File: config.mk
export PLATFORM = sky130hd
export DESIGN_NAME = instr_fetch_unit
export DESIGN_NICKNAME = d
export VERILOG_FILES = /design/src/rtl/rv_pipe_pkg.sv /design/src/rtl/fetch_buffer.sv /design/src/rtl/instr_fetch_unit.sv
export SDC_FILE = /design/constraint.sdc
export NUM_CORES = 1
export LEC_CHECK = 0
export ABC_AREA = 1
export BUFFER_PORTS_ARGS = -buffer_cell sky130_fd_sc_hd__buf_2
export CORE_ASPECT_RATIO = 0.7
export CORE_MARGIN = 3
export CORE_UTILIZATION = 45
export CTS_BUF_LIST = sky130_fd_sc_hd__clkbuf_4
export CTS_CLUSTER_DIAMETER = 80
export DETAILED_ROUTE_END_ITERATION = 8
export GPL_TIMING_DRIVEN = 0
export PLACE_DENSITY = 0.76
export SYNTH_ARGS = -nofsm -noshare
export SYNTH_HDL_FRONTEND = slang
export SYNTH_HIERARCHICAL = 1
export SYNTH_SLANG_ARGS = --single-unit
File: constraint.sdc
create_clock -name clk -period 6.46 [get_ports clk]
set_input_delay 1.292 -clock clk [delete_from_list [all_inputs] [get_ports clk]]
set_output_delay 1.292 -clock clk [all_outputs]
set_load 0.005 [all_outputs]
File: src/rtl/rv_pipe_pkg.sv
`default_nettype none
// +--------------------------------------------------------------------------+
// | rv_pipe_pkg : shared types and constants for the RISC-V pipeline stages   |
// | Revision    : 1.0                                                        |
// +--------------------------------------------------------------------------+
package rv_pipe_pkg;

  localparam int          XLEN      = 32;
  localparam logic [31:0] NOP_INSTR = 32'h0000_0013;
  localparam logic [31:0] RESET_PC  = 32'h0000_0000;

  typedef struct packed {
    logic [31:0]     instr;
    logic [XLEN-1:0] pc;
  } fetch_pkt_t;

endpackage
`default_nettype wire

File: src/rtl/fetch_buffer.sv
`default_nettype none
// +--------------------------------------------------------------------------+
// | fetch_buffer : fetched-instruction FIFO with push/pop/flush               |
// | Revision     : 1.0                                                       |
// +--------------------------------------------------------------------------+
module fetch_buffer
  import rv_pipe_pkg::*;
#(
  parameter  int DEPTH = 2,
  localparam int AW    = $clog2(DEPTH),
  localparam int CW    = AW + 1
) (
  input  logic          clk,
  input  logic          rst_n,
  input  logic          push,
  input  fetch_pkt_t    push_pkt,
  input  logic          pop,
  input  logic          flush,
  output fetch_pkt_t    head_pkt,
  output logic [CW-1:0] count
);

  fetch_pkt_t    r_mem [DEPTH];
  logic [AW-1:0] r_wptr;
  logic [AW-1:0] r_rptr;
  logic [CW-1:0] r_count;
  logic          w_full;
  logic          w_do_pop;
  logic          w_do_push;

  assign w_full    = (r_count == CW'(DEPTH));
  assign w_do_pop  = pop && (r_count != '0);
  // A full buffer still accepts a push when the head leaves in the same cycle.
  assign w_do_push = push && (!w_full || w_do_pop);

  always_ff @(posedge clk or negedge rst_n) begin
    if (!rst_n) begin
      r_wptr  <= '0;
      r_rptr  <= '0;
      r_count <= '0;
    end else if (flush) begin
      r_wptr  <= '0;
      r_rptr  <= '0;
      r_count <= '0;
    end else begin
      if (w_do_push) r_wptr <= r_wptr + AW'(1);
      if (w_do_pop)  r_rptr <= r_rptr + AW'(1);
      case ({w_do_push, w_do_pop})
        2'b10:   r_count <= r_count + CW'(1);
        2'b01:   r_count <= r_count - CW'(1);
        default: r_count <= r_count;
      endcase
    end
  end

  always_ff @(posedge clk) begin
    if (w_do_push && !flush) r_mem[r_wptr] <= push_pkt;
  end

  assign head_pkt = r_mem[r_rptr];
  assign count    = r_count;

endmodule
`default_nettype wire

File: src/rtl/instr_fetch_unit.sv
`default_nettype none
// +--------------------------------------------------------------------------+
// | instr_fetch_unit : PC owner, imem request issue and decode hand-off       |
// | Revision         : 1.0                                                   |
// +--------------------------------------------------------------------------+
module instr_fetch_unit #(
  parameter int              XLEN     = rv_pipe_pkg::XLEN,
  parameter logic [XLEN-1:0] RESET_PC = rv_pipe_pkg::RESET_PC,
  parameter int              DEPTH    = 2
) (
  input  logic            clk,
  input  logic            rst_n,
  output logic            imem_req_valid,
  output logic [XLEN-1:0] imem_req_addr,
  input  logic            imem_req_ready,
  input  logic            imem_rsp_valid,
  input  logic [31:0]     imem_rsp_data,
  input  logic            redirect_valid,
  input  logic [XLEN-1:0] redirect_pc,
  output logic            id_valid,
  input  logic            id_ready,
  output logic [31:0]     id_instr,
  output logic [XLEN-1:0] id_pc,
  output logic [XLEN-1:0] id_pc_plus4
);

  import rv_pipe_pkg::*;

  localparam int            CW          = $clog2(DEPTH) + 1;
  localparam logic [CW-1:0] c_depth_cnt = CW'(DEPTH);

  logic            r_run;
  logic [XLEN-1:0] r_pc;
  logic [XLEN-1:0] r_rsp_pc;
  logic [CW-1:0]   r_outstanding;
  logic [CW-1:0]   r_drop;

  logic [CW-1:0]   w_count;
  logic [CW-1:0]   w_credit_used;
  logic [CW-1:0]   w_out_next;
  logic [XLEN-1:0] w_redir_pc;
  logic            w_req_fire;
  logic            w_pop;
  logic            w_push;
  fetch_pkt_t      w_head;
  fetch_pkt_t      w_push_pkt;

  assign w_redir_pc = {redirect_pc[XLEN-1:2], 2'b00};
  assign id_valid   = (w_count != '0);
  assign w_pop      = id_valid && id_ready;

  // A pop this cycle frees a slot, so one fetch per cycle is sustained at DEPTH=2.
  assign w_credit_used  = r_outstanding + w_count - {{(CW-1){1'b0}}, w_pop};
  assign imem_req_valid = r_run && !redirect_valid && (w_credit_used < c_depth_cnt);
  assign imem_req_addr  = r_pc;
  assign w_req_fire     = imem_req_valid && imem_req_ready;

  assign w_push     = imem_rsp_valid && (r_drop == '0) && !redirect_valid;
  assign w_push_pkt = '{instr: imem_rsp_data, pc: r_rsp_pc};

  always_comb begin
    w_out_next = r_outstanding;
    if (w_req_fire && !imem_rsp_valid)      w_out_next = r_outstanding + CW'(1);
    else if (!w_req_fire && imem_rsp_valid) w_out_next = r_outstanding - CW'(1);
  end

  // r_rsp_pc tracks the PC of the next response that will be kept, since
  // every kept request since the last redirect is sequential.
  always_ff @(posedge clk or negedge rst_n) begin
    if (!rst_n) begin
      r_run         <= 1'b0;
      r_pc          <= RESET_PC;
      r_rsp_pc      <= RESET_PC;
      r_outstanding <= '0;
      r_drop        <= '0;
    end else begin
      r_run         <= 1'b1;
      r_outstanding <= w_out_next;
      if (redirect_valid) begin
        r_pc     <= w_redir_pc;
        r_rsp_pc <= w_redir_pc;
        r_drop   <= w_out_next;
      end else begin
        if (w_req_fire) r_pc <= r_pc + XLEN'(4);
        if (w_push)     r_rsp_pc <= r_rsp_pc + XLEN'(4);
        if (imem_rsp_valid && (r_drop != '0)) r_drop <= r_drop - CW'(1);
      end
    end
  end

  fetch_buffer #(
    .DEPTH (DEPTH)
  ) u_fetch_buffer (
    .clk      (clk),
    .rst_n    (rst_n),
    .push     (w_push),
    .push_pkt (w_push_pkt),
    .pop      (w_pop),
    .flush    (redirect_valid),
    .head_pkt (w_head),
    .count    (w_count)
  );

  assign id_instr    = id_valid ? w_head.instr : NOP_INSTR;
  assign id_pc       = id_valid ? w_head.pc    : RESET_PC;
  assign id_pc_plus4 = id_pc + XLEN'(4);

endmodule
`default_nettype wire

==> summary.txt <==
Synthesis
  • Number of flops mapped to enable cells by yosys: 128
  • Synth Instances: 1275
  • Top FF cell, synth: edfxtp_1
  • Warnings, synthesis: 6
  • Unique masters post-synth: 44
  • Synth area leader: edfxtp_1
  • Post-synth top area share: 35.87%
  • Most frequent cell after synthesis: nand2_1
  • Largest cells by area after synthesis: edfxtp_1 (36%), dfrtp_1 (16%), nand2_1 (16%)
  • Syn Area/Cell: 8.404 um^2
  • Fraction of registers with async set/reset: 35.03%
  • #FFs+latches synth: 197
  • Syn Std Cell Area: 0.01072 mm^2
  • Commonest cells in the netlist: nand2_1 (444), nor2_1 (134), inv_1 (131)
  • Register area share after synthesis: 51.99%

Clock network
  • Htree depth: 4
  • Clk sink count: 197
  • Worst-case clock buffer depth: 2
  • Clock Latency Late Sink: 600 ps
  • CTS tree: built
  • Clk slew on worst S/H paths: 200 ps
  • CTS root buf: clkbuf_4
  • Hold_buf cts: 0
  • CTS-repair resized insts: 0
  • Post-CTS setup buffers: 0
  • Cts bufs inserted: 17

Drt
  • DRC Markers: 0
  • DR WL/cell: 16.92 um
  • Routed vias/inst: 5.050
  • Final wirelength: 30870 um
  • Remaining antenna violation count: 0
  • Vias: 9211
  • First-pass detailed-route iteration total: 5
  • Initial DRC count: 860

GRT
  • Antenna violations before repair: 1
  • Largest net degree at the start of global routing: 59
  • Vias in the first global route: 8478
  • Total grt overflow: 0
  • First-pass GRT wire length: 47400 um
  • Total GRT Usage: 23.98%

Die
  • Row cnt: 46
  • Die area: 0.02573 mm^2
  • Chip Height: 135.1 um
  • Initial core utilization: 46.54%
  • IO Count: 200
  • Die width: 190.4 um
  • Area of the core: 0.02302 mm^2

Layout
  • Share of cells above drive strength 1: 21.10%
  • Fill count: 2162
  • Area Growth Syn to Fin: 17.36%
  • Antenna diodes: 0
  • Final non-filler cell total: 1824
  • Final net count: 1574
  • Final core utilization: 54.63%

Setup path
  • Worst r2r src: u_fetch_buffer/count[0]
  • Required time of the critical path: 5170 ps
  • CP Capture Type: output port
  • Reg2reg end: imem_req_addr[6]
  • Critical path startpoint category: flop
  • Crit path max fanout: 10
  • Crit path buffers/inverters: 6
  • Top cell by count, worst path: buf_2
  • CP delay by family, top: buffers and inverters
  • Reg2Reg Setup Slack: 2750 ps
  • Crit path kind: reg2out
  • Crit path DAT: 3520 ps
  • Slowest cell delay on critical path: 490 ps
  • Crit path max-delay cell type: dfrtp_1
  • R2R cell count: 19
  • Worst-path cell chain: nor2_2, buf_12, buf_6, buf_2, buf_2, nor2_1, ha_1, inv_1, nand2_1, nand2_1, nand3_1, a21boi_0, buf_2

STA
  • Final min period: 4813 ps
  • Slew headroom: 43.73%
  • Slew @ Worst Pin: 837.6 ps
  • RSZ-0062 raised after global routing: false
  • F_max: 207.8 MHz
  • Final hold vios: 0
  • Final setup viols: 0
  • Fin. max-slew vios: 0
  • Worst hold margin: 492.8 ps
  • Worst Clk Skew: 39.58 ps
  • Period utilization: 74.50%

Power and ir drop
  • Cell area power density: 312.3 mW/mm^2
  • Static Leak: 5.832 nW
  • Peak VDD IR: 0.0001421 V

Placed design
  • DPL Wire Length: 24240 um
  • Number of port buffers: 195
  • Inst Count DP: 1792
  • Routability cong.: 0.9294

Hold path
  • Hold Path Class: in2async

Job
  • Max Cap Violations: 0

Run status
  • Status: completed
report_power, final:
group          switching, W  internal [W]  total (W)
registers          0.000177       0.00150    0.00168
logic              0.000957      0.000555    0.00151
clock network      0.000506      0.000231   0.000737
worst reg2reg max path, cell delays in order, from the launching register on:
cell and delay, ps:
dfrtp_1 490, nor2_2 340, buf_12 240, buf_6 200, buf_2 300, buf_2 290, nor2_1 170, ha_1 300
inv_1 70, nand2_1 50, nand2_1 80, nand2_1 50, nand2_1 60, nand2_1 80, nand3_2 110, nand2_1 170
inv_1 180, buf_2 290, nand2_1 90, o211ai_1 90
area by class of cell:
cell class	instances	area [um^2]	share of cell area (%)
Multi-Input combinational cell	901	4413	35.09
Timing Repair Buffer	200	1094	8.696
Tap cell	312	390.4	3.104
Inverter	139	526.8	4.189
Sequential cell	197	5570	44.29
Buffer	43	239.0	1.900
Clock buffer	17	127.6	1.015
Clock inverter	15	215.2	1.711
metal layers:
| layer | vias up | GRT usage [%] | wire, um |
|---|---|---|---|
| li1 | 4533 | - | - |
| met1 | 4296 | 36.63 | 14640 |
| met2 | 360 | 34.37 | 12910 |
| met3 | 20 | 6.850 | 3035 |
| met4 | 2 | 4.196 | 263 |
| met5 | - | 0 | 13 |
flip-flops by register name, indices dropped and copies added, names as in the netlist:
register               count
r_drop                     2
u_fetch_buffer/count       2
r_rsp_pc                  30
imem_req_addr             30
u_fetch_buffer/r_mem     128
r_run                      1
r_outstanding              2
u_fetch_buffer/r_rptr      1
u_fetch_buffer/r_wptr      1
how the worst max path moves through the flow:
| stage | endpoint | startpoint | depth (start not counted) | slack, ps |
|---|---|---|---|---|
| floorplan | u_fetch_buffer/r_mem[0][0] | redirect_valid | 6 | 1130 |
| global route | imem_req_valid | u_fetch_buffer/count[1] | 13 | 1400 |
| global placement | u_fetch_buffer/r_mem[0][30] | redirect_valid | 7 | -1020 |
| finish | imem_req_valid | u_fetch_buffer/count[0] | 13 | 1650 |
| CTS | imem_req_valid | u_fetch_buffer/count[1] | 13 | 1560 |
| detailed placement | imem_req_valid | u_fetch_buffer/count[1] | 13 | 2260 |
through the flow:
step / instance area (um^2) / worst slack [ps] / power (W) / TNS (ps)
floorplan: 10730 / 1135 / 0.002578 / 0
global placement: 12100 / -1019 / 0.003174 / -118900
detailed placement: 12230 / 2257 / 0.003213 / 0
CTS: 12580 / 1558 / 0.003945 / 0
global route: 12580 / 1396 / 0.004181 / 0
finish: 12580 / 1647 / 0.003927 / 0
logic make-up after synthesis:
family | after synthesis | synth area share, %
flip-flops | 197 | 51.99
buffers and inverters | 182 | 7.146
adder cells (fa/ha/maj) | 5 | 0.5838
AO/OA/AOI/OAI | 49 | 3.094
other | 2 | 0.07009
XOR/XNOR | 72 | 5.885
AND/OR/NAND/NOR | 768 | 31.24
cells in the final DEF, fill, tap and decap left out, drive strengths merged, types with 9 or more instances in the layout:
| master | synthesis | final |
|---|---|---|
| nand2 | 452 | 452 |
| buf | 30 | 230 |
| nor2 | 153 | 153 |
| inv | 139 | 148 |
| edfxtp | 128 | 128 |
| nand3 | 90 | 90 |
| dfrtp | 69 | 69 |
| xor2 | 46 | 46 |
| nor3 | 44 | 44 |
| clkbuf | 13 | 30 |
| xnor2 | 26 | 26 |
| nand4 | 15 | 15 |
| o211ai | 13 | 13 |
| a21oi | 10 | 10 |
| o21ai | 9 | 9 |
Power figures use the tool's default switching activity.
